<file path="config.mk">
export PLATFORM = sky130hd
export DESIGN_NAME = mem_bus_arbiter_flat
export DESIGN_NICKNAME = d
export VERILOG_FILES = /design/src/rtl/mem_bus_arbiter_if.sv /design/src/rtl/mem_bus_arbiter.sv /design/src/flat_wrapper.sv
export SDC_FILE = /design/constraint.sdc
export NUM_CORES = 1
export LEC_CHECK = 0
export CELL_PAD_IN_SITES_DETAIL_PLACEMENT = 0
export CELL_PAD_IN_SITES_GLOBAL_PLACEMENT = 1
export CORE_AREA = 2 2 278 280
export DETAILED_ROUTE_END_ITERATION = 6
export DIE_AREA = 0 0 280 282
export PLACE_DENSITY_LB_ADDON = 0.1
export SKIP_CTS_REPAIR_TIMING = 1
export SLEW_MARGIN = 0
export SYNTH_ARGS = -nofsm -noshare
export SYNTH_HDL_FRONTEND = slang
export SYNTH_SLANG_ARGS = --single-unit
</file>
<file path="constraint.sdc">
create_clock -name clk -period 5.8 [get_ports clk]
set_clock_uncertainty 0.15 [all_clocks]
set_input_delay 1.45 -clock clk [delete_from_list [all_inputs] [get_ports clk]]
set_output_delay 1.45 -clock clk [all_outputs]
set_load 0.02 [all_outputs]
</file>
<file path="src/rtl/mem_bus_arbiter_if.sv">
// Requester-side and memory-side signals of the main-memory bus arbiter.
// The slave modport is the arbiter's view; master is the bus environment.
interface mem_bus_arbiter_if #(
  parameter int NCH    = 2,
  parameter int ADDR_W = 20,
  parameter int LINE_W = 128
);
  logic [NCH-1:0]        req_i;
  logic [NCH-1:0]        we_i;
  logic [NCH*ADDR_W-1:0] addr_i;
  logic [NCH*LINE_W-1:0] wdata_i;
  logic [NCH-1:0]        ready_o;
  logic [NCH-1:0]        err_o;
  logic [LINE_W-1:0]     rdata_o;
  logic                  mem_req_o;
  logic                  mem_we_o;
  logic [ADDR_W-1:0]     mem_addr_o;
  logic [LINE_W-1:0]     mem_wdata_o;
  logic                  mem_ready_i;
  logic [LINE_W-1:0]     mem_rdata_i;

  modport slave (
    input  req_i, we_i, addr_i, wdata_i,
    input  mem_ready_i, mem_rdata_i,
    output ready_o, err_o, rdata_o,
    output mem_req_o, mem_we_o, mem_addr_o, mem_wdata_o
  );

  modport master (
    output req_i, we_i, addr_i, wdata_i,
    output mem_ready_i, mem_rdata_i,
    input  ready_o, err_o, rdata_o,
    input  mem_req_o, mem_we_o, mem_addr_o, mem_wdata_o
  );
endinterface

</file>
<file path="src/rtl/mem_bus_arbiter.sv">
// Round-robin arbiter serialising line requests onto the main-memory bus,
// with a watchdog that turns a stalled access into an error response.
module mem_bus_arbiter #(
  parameter int NCH     = 2,
  parameter int ADDR_W  = 20,
  parameter int LINE_W  = 128,
  parameter int TIMEOUT = 64
) (
  input logic               clk,
  input logic               rst_n,
  mem_bus_arbiter_if.slave  bus
);
  localparam int CH_W  = (NCH > 1) ? $clog2(NCH) : 1;
  localparam int CNT_W = (TIMEOUT > 1) ? $clog2(TIMEOUT) : 1;
  localparam int TO_LAST_I = (TIMEOUT > 0) ? TIMEOUT - 1 : 0;
  localparam logic [CNT_W-1:0] TO_LAST = CNT_W'(TO_LAST_I);
  localparam logic [ADDR_W-1:0] ALIGN =
    ~(ADDR_W'((LINE_W / 8) - 1));
  localparam logic [NCH-1:0] ONE = NCH'(1);

  typedef enum logic [1:0] {
    S_IDLE,
    S_BUSY,
    S_RESP
  } state_e;

  state_e            state_q, state_d;
  logic [CH_W-1:0]   last_q, last_d;
  logic [CH_W-1:0]   win_q, win_d;
  logic              we_q, we_d;
  logic [ADDR_W-1:0] addr_q, addr_d;
  logic [LINE_W-1:0] wdata_q, wdata_d;
  logic [CNT_W-1:0]  cnt_q, cnt_d;
  logic              err_q, err_d;
  logic [LINE_W-1:0] rdata_q, rdata_d;

  logic              pick_vld;
  logic [CH_W-1:0]   pick;
  logic              busy;
  logic              resp;

  // Scan from the farthest offset down so the nearest requester after
  // last_q is the one left standing.
  always_comb begin
    pick_vld = 1'b0;
    pick     = last_q;
    for (int i = NCH; i >= 1; i--) begin
      if (bus.req_i[(int'(last_q) + i) % NCH]) begin
        pick_vld = 1'b1;
        pick     = CH_W'((int'(last_q) + i) % NCH);
      end
    end
  end

  always_comb begin
    state_d = state_q;
    last_d  = last_q;
    win_d   = win_q;
    we_d    = we_q;
    addr_d  = addr_q;
    wdata_d = wdata_q;
    cnt_d   = cnt_q;
    err_d   = err_q;
    rdata_d = rdata_q;
    unique case (state_q)
      S_IDLE: begin
        if (pick_vld) begin
          win_d   = pick;
          we_d    = bus.we_i[pick];
          addr_d  = bus.addr_i[pick*ADDR_W +: ADDR_W];
          wdata_d = bus.wdata_i[pick*LINE_W +: LINE_W];
          cnt_d   = '0;
          err_d   = 1'b0;
          rdata_d = '0;
          state_d = S_BUSY;
        end
      end
      S_BUSY: begin
        if (bus.mem_ready_i) begin
          rdata_d = we_q ? '0 : bus.mem_rdata_i;
          err_d   = 1'b0;
          state_d = S_RESP;
        end else if (TIMEOUT != 0 && cnt_q == TO_LAST) begin
          err_d   = 1'b1;
          state_d = S_RESP;
        end else begin
          cnt_d = cnt_q + 1'b1;
        end
      end
      S_RESP: begin
        last_d  = win_q;
        state_d = S_IDLE;
      end
      default: state_d = S_IDLE;
    endcase
  end

  always_ff @(posedge clk or negedge rst_n) begin
    if (!rst_n) begin
      state_q <= S_IDLE;
      last_q  <= CH_W'(NCH - 1);
      win_q   <= '0;
      we_q    <= 1'b0;
      addr_q  <= '0;
      wdata_q <= '0;
      cnt_q   <= '0;
      err_q   <= 1'b0;
      rdata_q <= '0;
    end else begin
      state_q <= state_d;
      last_q  <= last_d;
      win_q   <= win_d;
      we_q    <= we_d;
      addr_q  <= addr_d;
      wdata_q <= wdata_d;
      cnt_q   <= cnt_d;
      err_q   <= err_d;
      rdata_q <= rdata_d;
    end
  end

  assign busy = (state_q == S_BUSY);
  assign resp = (state_q == S_RESP);

  assign bus.mem_req_o   = busy;
  assign bus.mem_we_o    = busy & we_q;
  assign bus.mem_addr_o  = busy ? (addr_q & ALIGN) : '0;
  assign bus.mem_wdata_o = busy ? wdata_q : '0;

  assign bus.ready_o = resp ? (ONE << win_q) : '0;
  assign bus.err_o   = (resp && err_q) ? (ONE << win_q) : '0;
  assign bus.rdata_o = resp ? rdata_q : '0;
endmodule
</file>
<file path="src/flat_wrapper.sv">
// flat-port wrapper written by rule: the top's interface ports become plain ports
module mem_bus_arbiter_flat 
#(
  parameter int NCH     = 2,
  parameter int ADDR_W  = 20,
  parameter int LINE_W  = 128,
  parameter int TIMEOUT = 64
)
  (clk, rst_n, bus_req_i, bus_we_i, bus_addr_i, bus_wdata_i, bus_mem_ready_i, bus_mem_rdata_i, bus_ready_o, bus_err_o, bus_rdata_o, bus_mem_req_o, bus_mem_we_o, bus_mem_addr_o, bus_mem_wdata_o);
  mem_bus_arbiter_if #(.NCH(NCH), .ADDR_W(ADDR_W), .LINE_W(LINE_W)) bus_i ();
  input logic clk;
  input logic rst_n;
  input wire logic [$bits(bus_i.req_i)-1:0] bus_req_i;
  input wire logic [$bits(bus_i.we_i)-1:0] bus_we_i;
  input wire logic [$bits(bus_i.addr_i)-1:0] bus_addr_i;
  input wire logic [$bits(bus_i.wdata_i)-1:0] bus_wdata_i;
  input wire logic [$bits(bus_i.mem_ready_i)-1:0] bus_mem_ready_i;
  input wire logic [$bits(bus_i.mem_rdata_i)-1:0] bus_mem_rdata_i;
  output wire logic [$bits(bus_i.ready_o)-1:0] bus_ready_o;
  output wire logic [$bits(bus_i.err_o)-1:0] bus_err_o;
  output wire logic [$bits(bus_i.rdata_o)-1:0] bus_rdata_o;
  output wire logic [$bits(bus_i.mem_req_o)-1:0] bus_mem_req_o;
  output wire logic [$bits(bus_i.mem_we_o)-1:0] bus_mem_we_o;
  output wire logic [$bits(bus_i.mem_addr_o)-1:0] bus_mem_addr_o;
  output wire logic [$bits(bus_i.mem_wdata_o)-1:0] bus_mem_wdata_o;
  assign bus_i.req_i = bus_req_i;
  assign bus_i.we_i = bus_we_i;
  assign bus_i.addr_i = bus_addr_i;
  assign bus_i.wdata_i = bus_wdata_i;
  assign bus_i.mem_ready_i = bus_mem_ready_i;
  assign bus_i.mem_rdata_i = bus_mem_rdata_i;
  assign bus_ready_o = bus_i.ready_o;
  assign bus_err_o = bus_i.err_o;
  assign bus_rdata_o = bus_i.rdata_o;
  assign bus_mem_req_o = bus_i.mem_req_o;
  assign bus_mem_we_o = bus_i.mem_we_o;
  assign bus_mem_addr_o = bus_i.mem_addr_o;
  assign bus_mem_wdata_o = bus_i.mem_wdata_o;
  mem_bus_arbiter #(.NCH(NCH), .ADDR_W(ADDR_W), .LINE_W(LINE_W), .TIMEOUT(TIMEOUT)) u_core (.clk(clk), .rst_n(rst_n), .bus(bus_i));
endmodule
</file>
==> results.cfg <==
[placement]
io_buffers = 700
hpwl_um = 45900
gp_congestion = 0.751
dpl_cell_area_um2 = 22200
post-place-cells = 3141

[clocking]
cts_tree = yes
clk_latency_ns = 0.55
cts_buffer_depth = 3
h-tree-depth = 2
cts.root.buffer_cell = clkbuf_16
clock_sinks = 284
numCtsBuffers = 41
cts.clk_slew.worst_paths_ns = 0.06

[floorplan]
dieArea_um2 = 79000
core-area_um2 = 75700
die_y_um = 282
io-pin-count = 713
die_w_um = 280
row_count = 101
start_util_pct = 18.5

[finish]
drive_gt1_share_pct = 4.96
stdcell_count = 3220
register_area_um2 = 7110
finalInstanceArea_um2 = 23600
utilization_pct = 31.2
nFillCells = 7942
final_nets = 2638
syn_to_final_growth_pct = 68.4
multi_input_area_um2 = 6390

[setup_path]
r2r-end = u_core.rdata_q[75]
crit_arrival_ns = 3.22
cp-endpoint = bus_mem_wdata_o[0]
worstSetupPathType = flop to output pin
crit_path_end_kind = output pin
ff2ff_setup_slack_ns = 3.14
startpoint = u_core.state_q[1]
crit-reg2reg-launch = u_core.state_q[1]
reg2reg_depth = 5
cp_max_fo = 44
cp.required_ns = 4.20
critPathLaunchType = flop

[sta]
rsz0062_at_grt = false
worstMarginPinSlew_ns = 1.14
slew_violations = 0
timing.fmax_mhz = 207
fin_crit_sh_pct = 83.1
hold_slack_ns = 0.306
maxSlewHeadroom_pct = 23.9
finalCriticalPeriod_ns = 4.82
fin_setup_tns_ns = 0
hold_viol_final = 0
setup_viol = 0

[route]
drc = 0
dr.pass1.iters = 4
drt-total-wl_um = 61600
viasPerCell = 4.03
antenna_violating_nets_post_route = 0
drtIter0Drc = 433
vias = 13000
wl_per_cell_um = 19.1

[power_and_ir_drop]
ir_worst_vdd_mv = 0.317
p_comb_share_pct = 44.8
p_sw_share_pct = 39.0
internal-power_mw = 6.67
sequentialPowerShare_pct = 30.2
p_sw_mw = 4.27
clockPowerShare_pct = 25.0
powerDensity_nw_per_um2 = 463
p_leak_nw = 10.5

[synthesis]
yosysMostFrequentCell = nand2_1
yosysTopAreaCell = dfrtp_1
yosys_warnings = 0
ys_top_cells_by_count = 406 x nand2_1, 283 x dfrtp_1, 275 x and2_1
synth.avg_cell_area_um2 = 9.05
yosysTopAreaCellShare_pct = 50.4
ys.flop_type = dfrtp_1
synthDistinctLibCells = 34
syn_area_um2 = 14000
synth_edf_count = 0
synthTopCellsByArea = dfrtp_1 50%, and2_1 12%, nand2_1 11%
ys_ff_latch = 284
syn_inst = 1551
async_flop_share_pct = 100
ys_seq_area_share_pct = 50.6

[outcome]
outcome = complete, no violations

[global_routing]
grt_pass1_wl_um = 89900
grt_max_degree = 97
grt_use_total_pct = 15.2
grt_antenna_before_repair = 10
grt.overflow.total = 0
grt_pass1_vias = 13700

[worst_hold_path]
hold_class = flop to flop

[run]
drv_cap = 0
-- power by group through the flow --
| stage | clock (mW) | combinational (mW) | sequential [mW] |
|---|---|---|---|
| 5_1_grt | 2.93 | 5.43 | 3.43 |
| 6_report | 2.73 | 4.90 | 3.30 |
| 2_1_floorplan | 0 | 2.83 | 3.19 |
| 3_3_place_gp | 0 | 5.07 | 3.30 |
| 4_1_cts | 2.84 | 5.08 | 3.31 |
| 3_5_place_dp | 0 | 5.07 | 3.33 |
-- metrics by stage --
step	worst slack (ns)	total power, mW
floorplan	2.79	6.02
global placement	1.48	8.37
detailed placement	1.47	8.41
CTS	0.828	11.2
global route	0.698	11.8
finish	0.979	10.9
-- cells in the final DEF (no fill, tap or decap), types with 2 or more instances in the layout --
master             n
nor2_1             6
and2_1           275
buf_4             20
clkbuf_8          13
clkdlybuf4s50_1  699
and3_1             3
bufinv_16          5
dfrtp_1          283
buf_12            13
o21ai_4            2
clkinv_2           4
diode_2            4
clkbuf_1           9
mux2i_1          147
a21o_1             2
clkbuf_16         43
o21ai_0          147
nand2_1          406
nand3_1          131
inv_1              3
conb_1             4
-- per-layer routing --
layer	global-route usage, %	wire, um
met1	16.3	22900
met2	27.6	31700
met3	6.01	5620
met4	3.91	1270
met5	0	60
-- worst max-delay path: stages, from the launching register on --
cell	delay (ns)
dfrtp_1	0.49
nand2b_2	0.29
clkinv_2	0.55
buf_4	0.48
and2_1	0.25
clkdlybuf4s50_1	0.55
-- area by class of cell --
| class | count | area share, % |
|---|---|---|
| diodes | 4 | 0.0423 |
| clock buffers | 65 | 5.45 |
| clock inverters | 10 | 0.767 |
| inverters | 4 | 0.0688 |
| multi-input cells | 1142 | 27.0 |
| flip-flops and latches | 284 | 30.1 |
| well taps | 978 | 5.18 |
| repair buffers | 733 | 31.4 |
-- registers in the layout (all words and copies together) (netlist names) --
register / flops
u_core.wdata_q: 128
u_core.addr_q: 16
u_core.rdata_q: 128
u_core.state_q: 2
u_core.we_q: 1
u_core.cnt_q: 6
u_core.err_q: 1
u_core.last_q: 1
u_core.win_q: 1
-- cell families after synthesis --
kind of cell             after synthesis  synth area share, %
buffers and inverters                128                 4.30
XOR/XNOR                               1               0.0624
adder cells (fa/ha/maj)                1               0.0891
AO/OA/AOI/OAI                        161                 6.02
flip-flops                           284                 50.6
multiplexers                         147                 10.5
other                                  1               0.0267
AND/OR/NAND/NOR                      828                 28.4
-- how the worst min path moves through the flow --
stage	from	endpoint	slack, ns	cells after the start
global route	u_core.rdata_q[87]	u_core.rdata_q[87]	0.32	2
finish	u_core.rdata_q[37]	u_core.rdata_q[37]	0.31	2
CTS	u_core.rdata_q[46]	u_core.rdata_q[46]	0.31	2
detailed placement	u_core.rdata_q[64]	u_core.rdata_q[64]	0.30	2
floorplan	u_core.rdata_q[0]	u_core.rdata_q[0]	0.28	2
global placement	u_core.rdata_q[86]	u_core.rdata_q[86]	0.29	2
Note: power is estimated with default switching activity, not from simulation.
==> edit 1, RTL diff (config.mk and constraints unchanged) <==
`TIMEOUT` is set to 64 in 2 places; all go to 128.
--- a/src/rtl/mem_bus_arbiter.sv
+++ b/src/rtl/mem_bus_arbiter.sv
@@ -6,3 +6,3 @@
   parameter int LINE_W  = 128,
-  parameter int TIMEOUT = 64
+  parameter int TIMEOUT = 128
 ) (
--- a/src/flat_wrapper.sv
+++ b/src/flat_wrapper.sv
@@ -6,3 +6,3 @@
   parameter int LINE_W  = 128,
-  parameter int TIMEOUT = 64
+  parameter int TIMEOUT = 128
 )
Check against the original RTL: not settled (the Yosys comparison gave no result); the edit may change what the design does.
==> edit 1 against the unedited design <==
- utilization down 0.46 points
- worst setup slack better by 0.0079 ns
- sequential cell count grew 1
- sequential share of layout area up 0.56 points
- final area down 1.5%
- global-route usage shrank 0.23 points
- clock power decreased by 15%
- critical path depth is the same
- wire length shrank 1.0%
- first-iteration DRC count increased by 12%
- hold slack got worse by 0.0025 ns
- power shrank 4.4%
- die area is the same
- area after synthesis is 0.12% higher
- highest routed layer unchanged
==> edit 1: results (changes against the unedited design) <==
GRT
  • Largest net degree at the start of global routing: 103 (+6.2%)
  • GRT Total Usage: 14.9% (-0.23 points)
  • Antenna violations before repair: 10 (unchanged)
  • First-pass GRT wire length: 88300 um (-1.8%)

Min path
  • Hold WC Path Type: reg2reg
  • Hold Path End: u_core.rdata_q[52]$_DFFE_PN0P_
  • Hold wc startpoint: u_core.rdata_q[52]$_DFFE_PN0P_
  • Hold path depth: 2 (unchanged)

Place
  • PortBufs: 700 (unchanged)
  • RePlAce Congestion: 0.761 (+1.3%)
  • Pre-CTS setup slack: 1.51 ns (+0.0398 ns)
  • Post-DP HPWL: 44300 um (-3.4%)

Outcome
  • Outcome: finished clean

Setup path
  • Crit-path max FO: 83 (+89%)
  • Reg2Reg Setup Slack: 2.99 ns (-0.15 ns)
  • Reg2reg start: u_core.state_q[0]$_DFFE_PN0P_
  • Reg2reg end: u_core.rdata_q[75]$_DFFE_PN0P_
  • Register-to-Register Path Depth: 6 (+1)

Finish
  • Fillers: 7941 (-0.013%)
  • Biggest regs: u_core.rdata_q x128, u_core.wdata_q x128, u_core.addr_q x16
  • Layout Nets: 2632 (-0.23%)
  • Layout cells sized above 1: 4.04% (-0.92 points)

Route
  • Total iterations of the first detailed-routing run: 4 (unchanged)
  • Vias: 12900 (-0.60%)
  • Wire per inst: 19.0 um (-0.66%)
  • First DRT Iteration DRCs: 484 (+12%)

Logic synthesis
  • Post-synth ARST share: 100% (unchanged)
  • Post-synth top flop: dfrtp_1
  • Largest cells by area after synthesis: dfrtp_1 51%, and2_1 12%, nand2_1 11%, mux2i_1 10%, o21ai_0 5.3%
  • Synthesis Warnings: 0 (unchanged)
  • Sequential share of the synthesized area: 50.7% (+0.11 points)
  • Most frequent cells after synthesis: 410 x nand2_1, 284 x dfrtp_1, 276 x and2_1
  • Synth unique cells: 30 (-12%)

CTS
  • Clock root buffer: clkbuf_16
  • Max clock buf depth: 3 (unchanged)
  • CTS Buf Count: 39 (-4.9%)
  • Clock slew seen by the registers of the worst setup and hold paths: 0.05 ns
  • H-tree depth: 2 (unchanged)
  • Clk_lat worst skew: 0.54 ns

STA
  • Fin. Hold Viols: 0 (unchanged)
  • Slew @ Worst Pin: 0.934 ns (-0.204 ns)

Power and ir drop
  • LEAKAGE: 10.4 nW (-1.6%)
  • Max VDD drop: 193 uV (-39%)
==> edit 1: changes by cell type after synthesis, moves of 2 or more <==
cell,delta
a31oi_1,+2
buf_2,+7
buf_4,-7
clkbuf_1,-2
nand2_1,+4
nor3_1,+2
o21ai_0,+2
==> edit 1: worst max-delay path by stage <==
| stage | start | endpoint | slack [ns] | cells past startpoint |
|---|---|---|---|---|
| final | u_core.state_q[1]$_DFFE_PN0P_ | bus_mem_wdata_o[21] | 0.99 | 5 |
| after detailed placement | u_core.state_q[1]$_DFFE_PN0P_ | bus_mem_wdata_o[115] | 1.51 | 5 |
| after global placement | u_core.state_q[1]$_DFFE_PN0P_ | bus_mem_wdata_o[115] | 1.44 | 5 |
| after CTS | u_core.state_q[1]$_DFFE_PN0P_ | bus_mem_wdata_o[115] | 0.90 | 5 |
| after global routing | u_core.state_q[1]$_DFFE_PN0P_ | bus_mem_wdata_o[115] | 0.79 | 5 |
| after floorplan | u_core.state_q[1]$_DFFE_PN0P_ | bus_mem_wdata_o[100] | 2.83 | 5 |
==> edit 1: report_power, final <==
part	switching (W)	total [W]	internal (W)
registers	0.000437	0.00333	0.00289
clock network	0.000937	0.00232	0.00139
logic	0.00282	0.00480	0.00198
total	0.00419	0.0105	0.00626
==> edit 1: worst max-delay path, stage by stage, from the launching register on <==
cell and delay [ns]:
dfrtp_1 0.51, nand2b_1 0.30, clkinv_2 0.51, buf_12 0.41, and2_1 0.23, clkdlybuf4s50_1 0.60
==> edit 1: cell families after synthesis <==
group | after synthesis | synth area share [%]
and+or+nand+nor | 835 | 28.6
DFF | 285 | 50.7
AOI/OAI and AO/OA | 162 | 5.98
muxes | 146 | 10.4
buffers and inverters | 128 | 4.17
adders and majority gates | 1 | 0.0890
other | 1 | 0.0267
==> edit 1: layout make-up <==
type	count	area [um^2]	area share, %
inverter	4	16.3	0.0698
tap	978	1220	5.25
timing repair buffer	722	7290	31.3
clock inverter	7	43.8	0.188
multi-input combinational	1148	6400	27.5
clock buffer	60	1170	5.04
sequential	285	7130	30.6
antenna	5	12.5	0.0537
==> edit 1: stage by stage <==
step	area [um^2]	total power (W)	cells	hold slack, ns	util (%)
2_1_floorplan	14100	0.00603	1561	0.280	-
3_3_place_gp	22100	0.00828	3137	0.292	29.1
3_5_place_dp	22100	0.00831	3137	0.297	29.1
4_1_cts	23300	0.0107	3204	0.310	30.8
5_1_grt	23300	0.0113	3208	0.320	30.8
6_report	23300	0.0105	3209	0.303	30.8
==> edit 1: per-layer routing <==
metal  vias up  global-route usage [%]  share of wire [%]
met5         -                       0               0.10
li1       6349                       -                  -
met2       437                    26.3                 50
met1      6031                    16.5                 38
met3        74                    6.12                9.4
met4        10                    4.39                2.2
==> edit 2, RTL diff (config.mk and constraints unchanged) <==
Without the edit above. `rdata_q` no longer has a reset.
--- a/src/rtl/mem_bus_arbiter.sv
+++ b/src/rtl/mem_bus_arbiter.sv
@@ -107,3 +107,2 @@
       err_q   <= 1'b0;
-      rdata_q <= '0;
     end else begin
@@ -117,4 +116,7 @@
       err_q   <= err_d;
-      rdata_q <= rdata_d;
     end
+  end
+
+  always_ff @(posedge clk) begin
+    rdata_q <= rdata_d;
   end
Check against the original RTL: not settled (the Yosys comparison gave no result); the edit may change what the design does.
==> edit 2 against the unedited design <==
- area after synthesis decreased by 1.7%
- wire length decreased by 11%
- sequential cell count unchanged
- register-to-register slack got worse by 0.29 ns
- worst setup slack improved by 0.29 ns
- final area decreased by 2.7%
- power decreased by 2.6%
- global-route usage decreased by 1.9 points
- critical path depth unchanged
- largest power group unchanged
==> edit 2: results (changes against the unedited design) <==
Outcome
  • Outcome: finished clean

Setup path
  • Reg2Reg Setup Slack: 2.85 ns (-0.29 ns)
  • Reg2reg end: u_core.rdata_q[59]$_SDFFCE_PP0P_
  • Crit path DAT: 2.93 ns (-0.29 ns)
  • Register-to-Register Path Depth: 6 (+1)

STA
  • Slew Limit Headroom: 43.9% (+20 points)
  • Setup WS post-layout: 1.27 ns (+0.289 ns)
  • Hold slack: 0.317 ns (+0.0112 ns)

Place
  • Post-DP HPWL: 40400 um (-12%)
  • RePlAce Congestion: 0.720 (-4.2%)

Finish
  • Layout Nets: 2363 (-10%)

GRT
  • GRT Total Usage: 13.3% (-1.9 points)
  • Met3 usage: 6.41% (+0.41 points)
  • Largest net degree at the start of global routing: 151 (+56%)
  • Antenna violations before repair: 7 (-3)

Logic synthesis
  • Largest cells by area after synthesis: dfrtp_1 28%, edfxtp_1 28%, and2_1 18%, mux2i_1 11%, o21ai_0 4.3%
  • Synth Area in Compound Gates: 6.24% (+0.22 points)
  • Sequential share of the synthesized area: 56.1% (+5.5 points)
  • Avg Inst Size Synth: 10.9 um^2 (+20%)
  • Post-synth EDFFs: 128 (+128)
  • Post-synth ARST share: 54.9% (-45 points)
  • Post-Synth Adder-Cell Area: 0.0907% (+0.0015 points)

Route
  • Total iterations of the first detailed-routing run: 5 (+1)
  • First DRT Iteration DRCs: 376 (-13%)
  • Met3 wire len: 5970 um (+6.4%)
  • Vias/cell: 3.81 (-5.4%)
  • Drt total wl: 55000 um (-11%)
  • Wl on met1: 20000 um (-13%)
  • Met2 wire length: 28200 um (-11%)

Power and ir drop
  • LEAKAGE: 9.16 nW (-13%)
  • Max VDD drop: 454 uV (+43%)
  • Clock network power: 0.00232 W (-15%)
  • Reg power frac: 33.8% (+3.6 points)
  • Pint: 0.00668 W (+0.23%)
==> edit 2: changes by cell type in the layout (fill, tap and decap cells not counted), moves of 11 or more <==
cell | unedited run | this run
nand3_1 | 131 | 2
clkbuf_8 | 13 | 2
and2_1 | 275 | 403
nand2_1 | 406 | 153
edfxtp_1 | 0 | 128
buf_4 | 20 | 7
o21ai_1 | 1 | 28
o21ai_0 | 147 | 119
dfrtp_1 | 283 | 155
==> edit 2: area by class of cell <==
class / instances / area [um^2] / area share (%)
flip-flops and latches: 284 / 7750 / 33.7
well taps: 978 / 1220 / 5.32
inverters: 3 / 13.8 / 0.0598
clock inverters: 13 / 96.3 / 0.419
multi-input cells: 887 / 5600 / 24.3
diodes: 1 / 2.50 / 0.0109
clock buffers: 58 / 1110 / 4.82
repair buffers: 715 / 7220 / 31.4
==> edit 2: worst max-delay path, stage by stage, from the launching register on <==
cell and delay [ns]:
dfrtp_1 0.41, nand2b_4 0.22, inv_4 0.44, buf_4 0.37, and2_1 0.17, clkdlybuf4s50_1 0.73
